==> src/rtl/jalr_redirect_ctrl_pkg.sv <==
// otter_pkg: shared forwarding-select and JALR control state types.
package otter_pkg;
  typedef enum logic [1:0] {
    FWD_RF = 2'b00,
    FWD_MW = 2'b01,
    FWD_EM = 2'b10,
    FWD_IE = 2'b11
  } fwd_sel_t;
  typedef enum logic [1:0] {
    IDLE,
    WAIT,
    REDIRECT
  } jalr_state_t;
endpackage

==> src/rtl/jalr_redirect_ctrl_target_gen.sv <==
// jalr_target_gen: forwarded-operand mux plus (operand + imm) & ~1 target adder.
module jalr_target_gen
  import otter_pkg::*;
#(
  parameter int XLEN = 32
) (
  input  fwd_sel_t          sel,
  input  logic [XLEN-1:0]   rfVal,
  input  logic [XLEN-1:0]   mwVal,
  input  logic [XLEN-1:0]   emVal,
  input  logic [XLEN-1:0]   ieVal,
  input  logic [XLEN-1:0]   imm,
  output logic [XLEN-1:0]   target,
  output logic              misaligned
);
  logic [XLEN-1:0] opnd, sum;
  always_comb begin
    opnd = sel == FWD_MW ? mwVal : sel == FWD_EM ? emVal : sel == FWD_IE ? ieVal : rfVal;
  end
  assign sum        = opnd + imm;
  assign target     = sum & ~XLEN'(1);
  assign misaligned = sum[1];
endmodule

==> src/rtl/jalr_redirect_ctrl.sv <==
// jalr_redirect_ctrl: stalls a decode-stage JALR on load-use, then issues a one-cycle PC redirect.
// Optional stall watchdog enabled by JALR_STALL_TIMEOUT_EN.
module jalr_redirect_ctrl
  import otter_pkg::*;
#(
  parameter int XLEN          = 32,
  parameter int STALL_TIMEOUT = 4
) (
  input  logic            CLK,
  input  logic            RST,
  input  logic            jalr_valid,
  input  logic [1:0]      rs_select,
  input  logic            stall_req,
  input  logic [XLEN-1:0] rf_rs1,
  input  logic [XLEN-1:0] mw_fwd,
  input  logic [XLEN-1:0] em_fwd,
  input  logic [XLEN-1:0] ie_fwd,
  input  logic [XLEN-1:0] imm_i,
  output logic            stall_pc,
  output logic            bubble_ex,
  output logic            redirect_valid,
  output logic [XLEN-1:0] redirect_pc,
  output logic            flush_if,
  output logic            target_misaligned,
  output logic            stall_err
);
  jalr_state_t     state;
  logic [XLEN-1:0] target;
  logic            misal, resolve, timeout, stall;

  jalr_target_gen #(.XLEN(XLEN)) targetGen (
    .sel       (fwd_sel_t'(rs_select)),
    .rfVal     (rf_rs1),
    .mwVal     (mw_fwd),
    .emVal     (em_fwd),
    .ieVal     (ie_fwd),
    .imm       (imm_i),
    .target    (target),
    .misaligned(misal)
  );

`ifdef JALR_STALL_TIMEOUT_EN
  localparam int CW = $clog2(STALL_TIMEOUT + 1);
  logic [CW-1:0] waitCnt;
  assign timeout = state == WAIT && stall_req && waitCnt == CW'(STALL_TIMEOUT);
  always_ff @(posedge CLK or posedge RST) begin
    if (RST) begin
      waitCnt   <= '0;
      stall_err <= 1'b0;
    end else begin
      waitCnt   <= (state == WAIT && jalr_valid && stall_req && !timeout) ? waitCnt + 1'b1 : '0;
      stall_err <= stall_err | (timeout & jalr_valid);
    end
  end
`else
  assign timeout   = 1'b0;
  assign stall_err = 1'b0;
`endif

  // A forced resolve on timeout uses whatever rs_select is presented that cycle.
  assign resolve = jalr_valid && ((state == IDLE && !stall_req) || (state == WAIT && (!stall_req || timeout)));
  assign stall   = !RST && jalr_valid && stall_req && !resolve && state != REDIRECT;
  assign stall_pc       = stall;
  assign bubble_ex      = stall;
  assign redirect_valid = state == REDIRECT;
  assign flush_if       = state == REDIRECT;

  always_ff @(posedge CLK or posedge RST) begin
    if (RST) begin
      state             <= IDLE;
      redirect_pc       <= '0;
      target_misaligned <= 1'b0;
    end else begin
      state <= state == REDIRECT ? IDLE : resolve ? REDIRECT : (jalr_valid && stall_req) ? WAIT : IDLE;
      if (resolve) begin
        redirect_pc       <= target;
        target_misaligned <= misal;
      end
    end
  end
endmodule
==> config.mk <==
export PLATFORM = sky130hd
export DESIGN_NAME = jalr_redirect_ctrl
export DESIGN_NICKNAME = d
export VERILOG_FILES = /design/src/rtl/jalr_redirect_ctrl_pkg.sv /design/src/rtl/jalr_redirect_ctrl_target_gen.sv /design/src/rtl/jalr_redirect_ctrl.sv
export SDC_FILE = /design/constraint.sdc
export NUM_CORES = 1
export LEC_CHECK = 0
export BUFFER_PORTS_ARGS = -buffer_cell sky130_fd_sc_hd__buf_2
export CORE_ASPECT_RATIO = 0.9
export CORE_MARGIN = 10
export CORE_UTILIZATION = 42
export CTS_BUF_LIST = sky130_fd_sc_hd__clkbuf_4
export CTS_CLUSTER_DIAMETER = 80
export DETAILED_ROUTE_END_ITERATION = 7
export PLACE_DENSITY_LB_ADDON = 0.25
export SYNTH_ARGS = -nofsm -noshare
export SYNTH_HDL_FRONTEND = slang
export SYNTH_SLANG_ARGS = --single-unit
==> constraint.sdc <==
create_clock -name CLK -period 1.55 [get_ports CLK]
set_clock_uncertainty 0.05 [all_clocks]
set_input_delay 0.3875 -clock CLK [delete_from_list [all_inputs] [get_ports CLK]]
set_output_delay 0.3875 -clock CLK [all_outputs]
set_load 0.01 [all_outputs]
### Word level (Yosys, flattened, before mapping)

Index checks and enable logic that the tools add are counted.

* flip-flop bits (word level): 34
* bits of input ports: 166
* output and inout port bits: 38
* word-level logic and storage cells: 29

* add/sub/neg operators: 1
* eq/ne operators: 6
* muxes and demuxes: 6
* reductions and logical operators: 13

Operator list (number)
* $mux W32: 3
* $add A32 B32 Y32: 1
* $logic_and A1 B1 Y1: 8
* $eq A2 B2 Y1 const B: 3
* $eq A2 B1 Y1 const B: 2
* $mux W2: 2
* $logic_not A1 Y1: 3
* $logic_not A2 Y1: 1
* $ne A2 B2 Y1 const B: 1
* $logic_or A1 B1 Y1: 1
* $mux W1: 1

### Depth between registers and ports, before layout

* depth after elaboration: 7
* depth in mapped cells: 13
* gate-level depth less buffers: 11

### By module

A second synthesis with hierarchy kept.

* cell total of the unflattened synthesis: 365
* area total of the unflattened synthesis: 3898.7 um^2

Modules (own cells, without submodules)
* jalr_target_gen: times used 1, cells each 284, area an instance 2549.9 um^2, sequential area each 0.0 um^2
* jalr_redirect_ctrl: times used 1, cells each 81, area an instance 1348.8 um^2, sequential area each 875.8 um^2

### Worst setup path after synthesis

OpenSTA, ideal clock, no wires.

* path kind: input -> register
* from: in rs_select[1]
* to: reg redirect_pc[28]
* library setup time: 0.131 ns
* arrival time: 3.721 ns
* data required time: 1.369 ns
* path slack: -2.353 ns
* cell stages on the path: 12
* path buffers: 2
* cells stage by stage: buf_6 clkbuf_1 mux4_2 ha_1 and3_1 nand2_1 or3_1 a211o_1 a41oi_1 o211ai_1 and3_1 or3_1

* cells in the longest elaborated chain, start to end: 5
* elaborated cells between the ends (all ways): 7
* classes of those cells: add/sub (1); eq/ne (3); mux (3)

Ends and longest elaborated chain
* start, declared: line jalr_redirect_ctrl.sv:12 `input logic [1:0] rs_select,`
* $eq A2 B2 Y1: line jalr_redirect_ctrl_target_gen.sv:18 `opnd = sel == FWD_MW ? mwVal : sel == FWD_EM ? emVal : sel == FWD_IE ? ieVal : rfVal;`
* $mux W32 (2 in series): line jalr_redirect_ctrl_target_gen.sv:18
* $mux W32 *: line jalr_redirect_ctrl_target_gen.sv:18
* $add A32 B32 Y32 *: line jalr_redirect_ctrl_target_gen.sv:20 `assign sum = opnd + imm;`
* end signal, assigned: line jalr_redirect_ctrl.sv:76 `redirect_pc <= target;`
* end, declared: line jalr_redirect_ctrl.sv:22 `output logic [XLEN-1:0] redirect_pc,`

Mark *: on every way between the ends. The rest lies on a longest branch, timed or not.
A chain may end at the register's enable or synchronous reset.

### Worst setup path after layout

Same ends and word-level chain as after synthesis.

==> results.py <==
metrics = {
    "clock_network": {
        "clk_pin_slew_worst_paths_ns": 0.13,
        "numCtsBuffers": 5,
        "clk-insertion-delay-late_ns": 0.34,
        "clockBufferDepth": 2,
        "cts_sinks": 33,
        "cts_tree": "done",
        "htreeDepth": 2,
        "cts-root-buf": "clkbuf_4",
    },
    "yosys": {
        "syn_inst": 388,
        "ys_seq_area_share_pct": 22.6,
        "yosysTopAreaCell": "dfrtp_1",
        "post-synth-top-area-fraction_pct": 22.6,
        "postSynthAreaPerCell_sq_um": 9.40,
        "synth-edff-count": 0,
        "ys_warn_count": 0,
        "synth_ff_type": "dfrtp_1",
        "ys_types": 54,
        "synth_area_sq_um": 3650,
        "synthTopCellsByArea": "dfrtp_1 23%, mux4_2 20%, ha_1 11%, nand2_1 4.6%, a21oi_1 4.0%",
        "synth-async-reset-ratio_pct": 100,
        "synth-seq-cells": 33,
        "yosysMostFrequentCell": "nand2_1",
        "netlist_top_cells_count": "45 x nand2_1, 33 x dfrtp_1, 33 x ha_1",
    },
    "worst_setup_path": {
        "crit_chain": "buf_12 -> buf_12 -> buf_6 -> mux4_2 -> ha_4 -> buf_4 -> o311ai_4 -> a31o_4 -> a211o_1 -> a41oi_2 -> o211ai_1 -> a2111oi_2 -> or3_1",
        "critPathCapture": "redirect_pc[28]",
        "crit_type": "input pin to flip-flop",
        "rr_worst_depth": 7,
        "worst_setup_path_end_kind": "flip-flop",
        "cp_slowest_stage_delay_ns": 0.54,
        "cpMaxStageDelayCell": "mux4_2",
        "worstPathRequired_ns": 1.73,
        "worstReg2RegEnd": "redirect_pc[30]",
        "path_buf_inv": 4,
        "setup.worst_path.start_class": "input pin",
        "crit_start": "rs_select[1]",
        "reg2reg_from": "state[1]",
        "cp_common_cell": "buf_12",
        "r2r_slack_ns": 0.05,
        "worstPathArrival_ns": 3.18,
        "crit_fanout": 7,
        "worst-path-stages": 13,
        "cpLargestDelayFamily": "compound AO/OA/AOI/OAI gates",
    },
    "route": {
        "route.detailed.drc": 0,
        "final_antenna_net_count": 0,
        "wl_met1_microns": 5960,
        "drt-total-wl_microns": 14800,
        "drt_iter0_markers": 196,
        "vias": 4375,
        "top_layer": "met4",
        "first_pass_iters": 4,
        "wl_met3_microns": 1190,
        "post_drt_wl_per_cell_microns": 18.3,
        "route.met2.wl_microns": 7460,
        "vias_per_cell": 5.39,
    },
    "sta": {
        "rsz0062_at_grt": "true",
        "max_clock_freq_mhz": 333,
        "setup_violations": 33,
        "slew_violations": 0,
        "min_period_ns": 3.00,
        "hold_viol_final": 0,
        "final_critical_path_setup_slack_ns": -1.45,
        "fin_setup_tns_ns": -34.23,
        "post-route-period-util_pct": 194,
    },
    "outcome": {
        "status": "finished with violations",
        "violations": "setup timing",
    },
    "global_routing": {
        "antenna_found_initial": 0,
        "grt_max_degree": 46,
        "grt_usage_pct": 21.3,
        "grt_pass1_wl_microns": 22600,
        "grt_pass1_vias": 4653,
        "grt_overflow": 0,
    },
    "power": {
        "power_mw": 4.92,
        "vdd_drop_max_uv": 370,
        "p_leak_nw": 3.04,
        "p_per_area_nw_per_um2": 777,
    },
    "placed_design": {
        "port_buffers": 201,
        "gp_congestion": 0.846,
        "dp_hpwl_microns": 11600,
    },
    "floorplan": {
        "die_y_microns": 108,
        "row_count": 32,
        "io_pins": 204,
        "coreArea_sq_um": 8530,
        "die_w_microns": 118,
        "dieArea_sq_um": 12800,
        "start_util_pct": 42.8,
    },
    "layout": {
        "nFillCells": 627,
        "layout-drive-gt1-share_pct": 62.9,
        "final_net_count": 892,
        "utilization_pct": 74.2,
        "n_antenna_cell": 0,
        "syn_to_final_growth_pct": 73.4,
    },
    "min_path": {
        "hold_class": "input pin to async pin",
    },
    "run": {
        "maxCapViolations": 0,
    },
}
## sequential cells by signal, indices dropped and copies added, names as in the netlist
register / count
state: 2
redirect_pc: 31
## tightest hold or removal path: cells and delay by family
family                 cells  cell delay (ns)
buffers and inverters      3             0.55
## report_power, final
part           internal [mW]  leakage [nW]  switching, mW
clock                  0.171        0.0310          0.342
sequential              1.09         0.409          0.134
combinational           1.64          2.60           1.54
## cell usage in the layout, fill, tap and decap left out, drive strengths merged, types with 3 or more instances in the layout
cell	synthesis	routed
buf	9	319
nand2	45	45
o21ai	37	37
dfrtp	33	33
ha	33	33
mux4	32	32
a21oi	30	30
inv	15	15
nor2	14	14
nand3	13	13
xnor2	12	12
a21o	11	11
xor2	10	10
nor3	10	10
a31oi	7	7
and3	6	6
clkbuf	14	5
o211ai	5	5
o21a	4	4
o21bai	4	4
or3	4	4
o31ai	4	4
nand4	3	3
nor3b	3	3
nand2b	3	3
clkinv	1	3
a31o	3	3
## per-layer routing
layer  up-vias  track usage [%]
met5         -                0
met4         0             3.44
li1       2081                -
met2       181             37.7
met1      2095             25.4
met3        18             6.67
## timing repair
item | 4_1_cts | 5_1_grt
gates resized for setup | 61 | 44
hold endpoints to repair | 0 | 0
buffers inserted | 14 | 13
gates cloned | 1 | 0
endpoints found under the setup margin | 33 | 35
pin swaps | 23 | 36
hold buffers | 0 | 0
## how the worst min path moves through the flow
stage | startpoint | endpoint | slack [ns] | cells past startpoint
after global placement | redirect_pc[29] | redirect_pc[29] | 0.41 | 2
after floorplan | RST | redirect_pc[10] | 0.47 | 1
after global routing | RST | redirect_pc[14] | 0.12 | 3
after detailed placement | redirect_pc[11] | redirect_pc[11] | 0.42 | 2
final | RST | redirect_pc[20] | 0.09 | 3
after CTS | RST | redirect_pc[27] | 0.11 | 3
## area by class of cell
| cell class | instances | area (sq um) | share of cell area [%] |
|---|---|---|---|
| repair buffers | 319 | 2040 | 32.2 |
| clock buffers | 5 | 37.5 | 0.593 |
| inverters | 16 | 60.1 | 0.949 |
| multi-input cells | 317 | 3200 | 50.6 |
| flip-flops and latches | 33 | 826 | 13.1 |
| clock inverters | 3 | 17.5 | 0.277 |
| well taps | 119 | 149 | 2.35 |
## logic make-up (layout without fill, tap and decap cells)
family	count (synthesis)	count (layout)	synth area share, %
other	1	2	0.103
buffers and inverters	39	343	4.73
xor gates and xnor gates	22	22	5.28
muxes	34	34	20.3
adders and majority gates	34	34	11.9
AOI/OAI and AO/OA	118	118	21.3
and+or+nand+nor	107	107	13.8
DFF	33	33	22.6
## through the flow
step / area (sq um) / hold WS [ns] / instances / setup slack, ns
finish: 6330 / 0.0899 / 812 / -1.45
global route: 6330 / 0.122 / 812 / -1.50
CTS: 6040 / 0.106 / 802 / -1.55
detailed placement: 5560 / 0.420 / 779 / -2.03
global placement: 5560 / 0.411 / 779 / -1.91
floorplan: 3840 / 0.466 / 389 / -1.71
No activity file was read; power rests on OpenSTA's default activity.
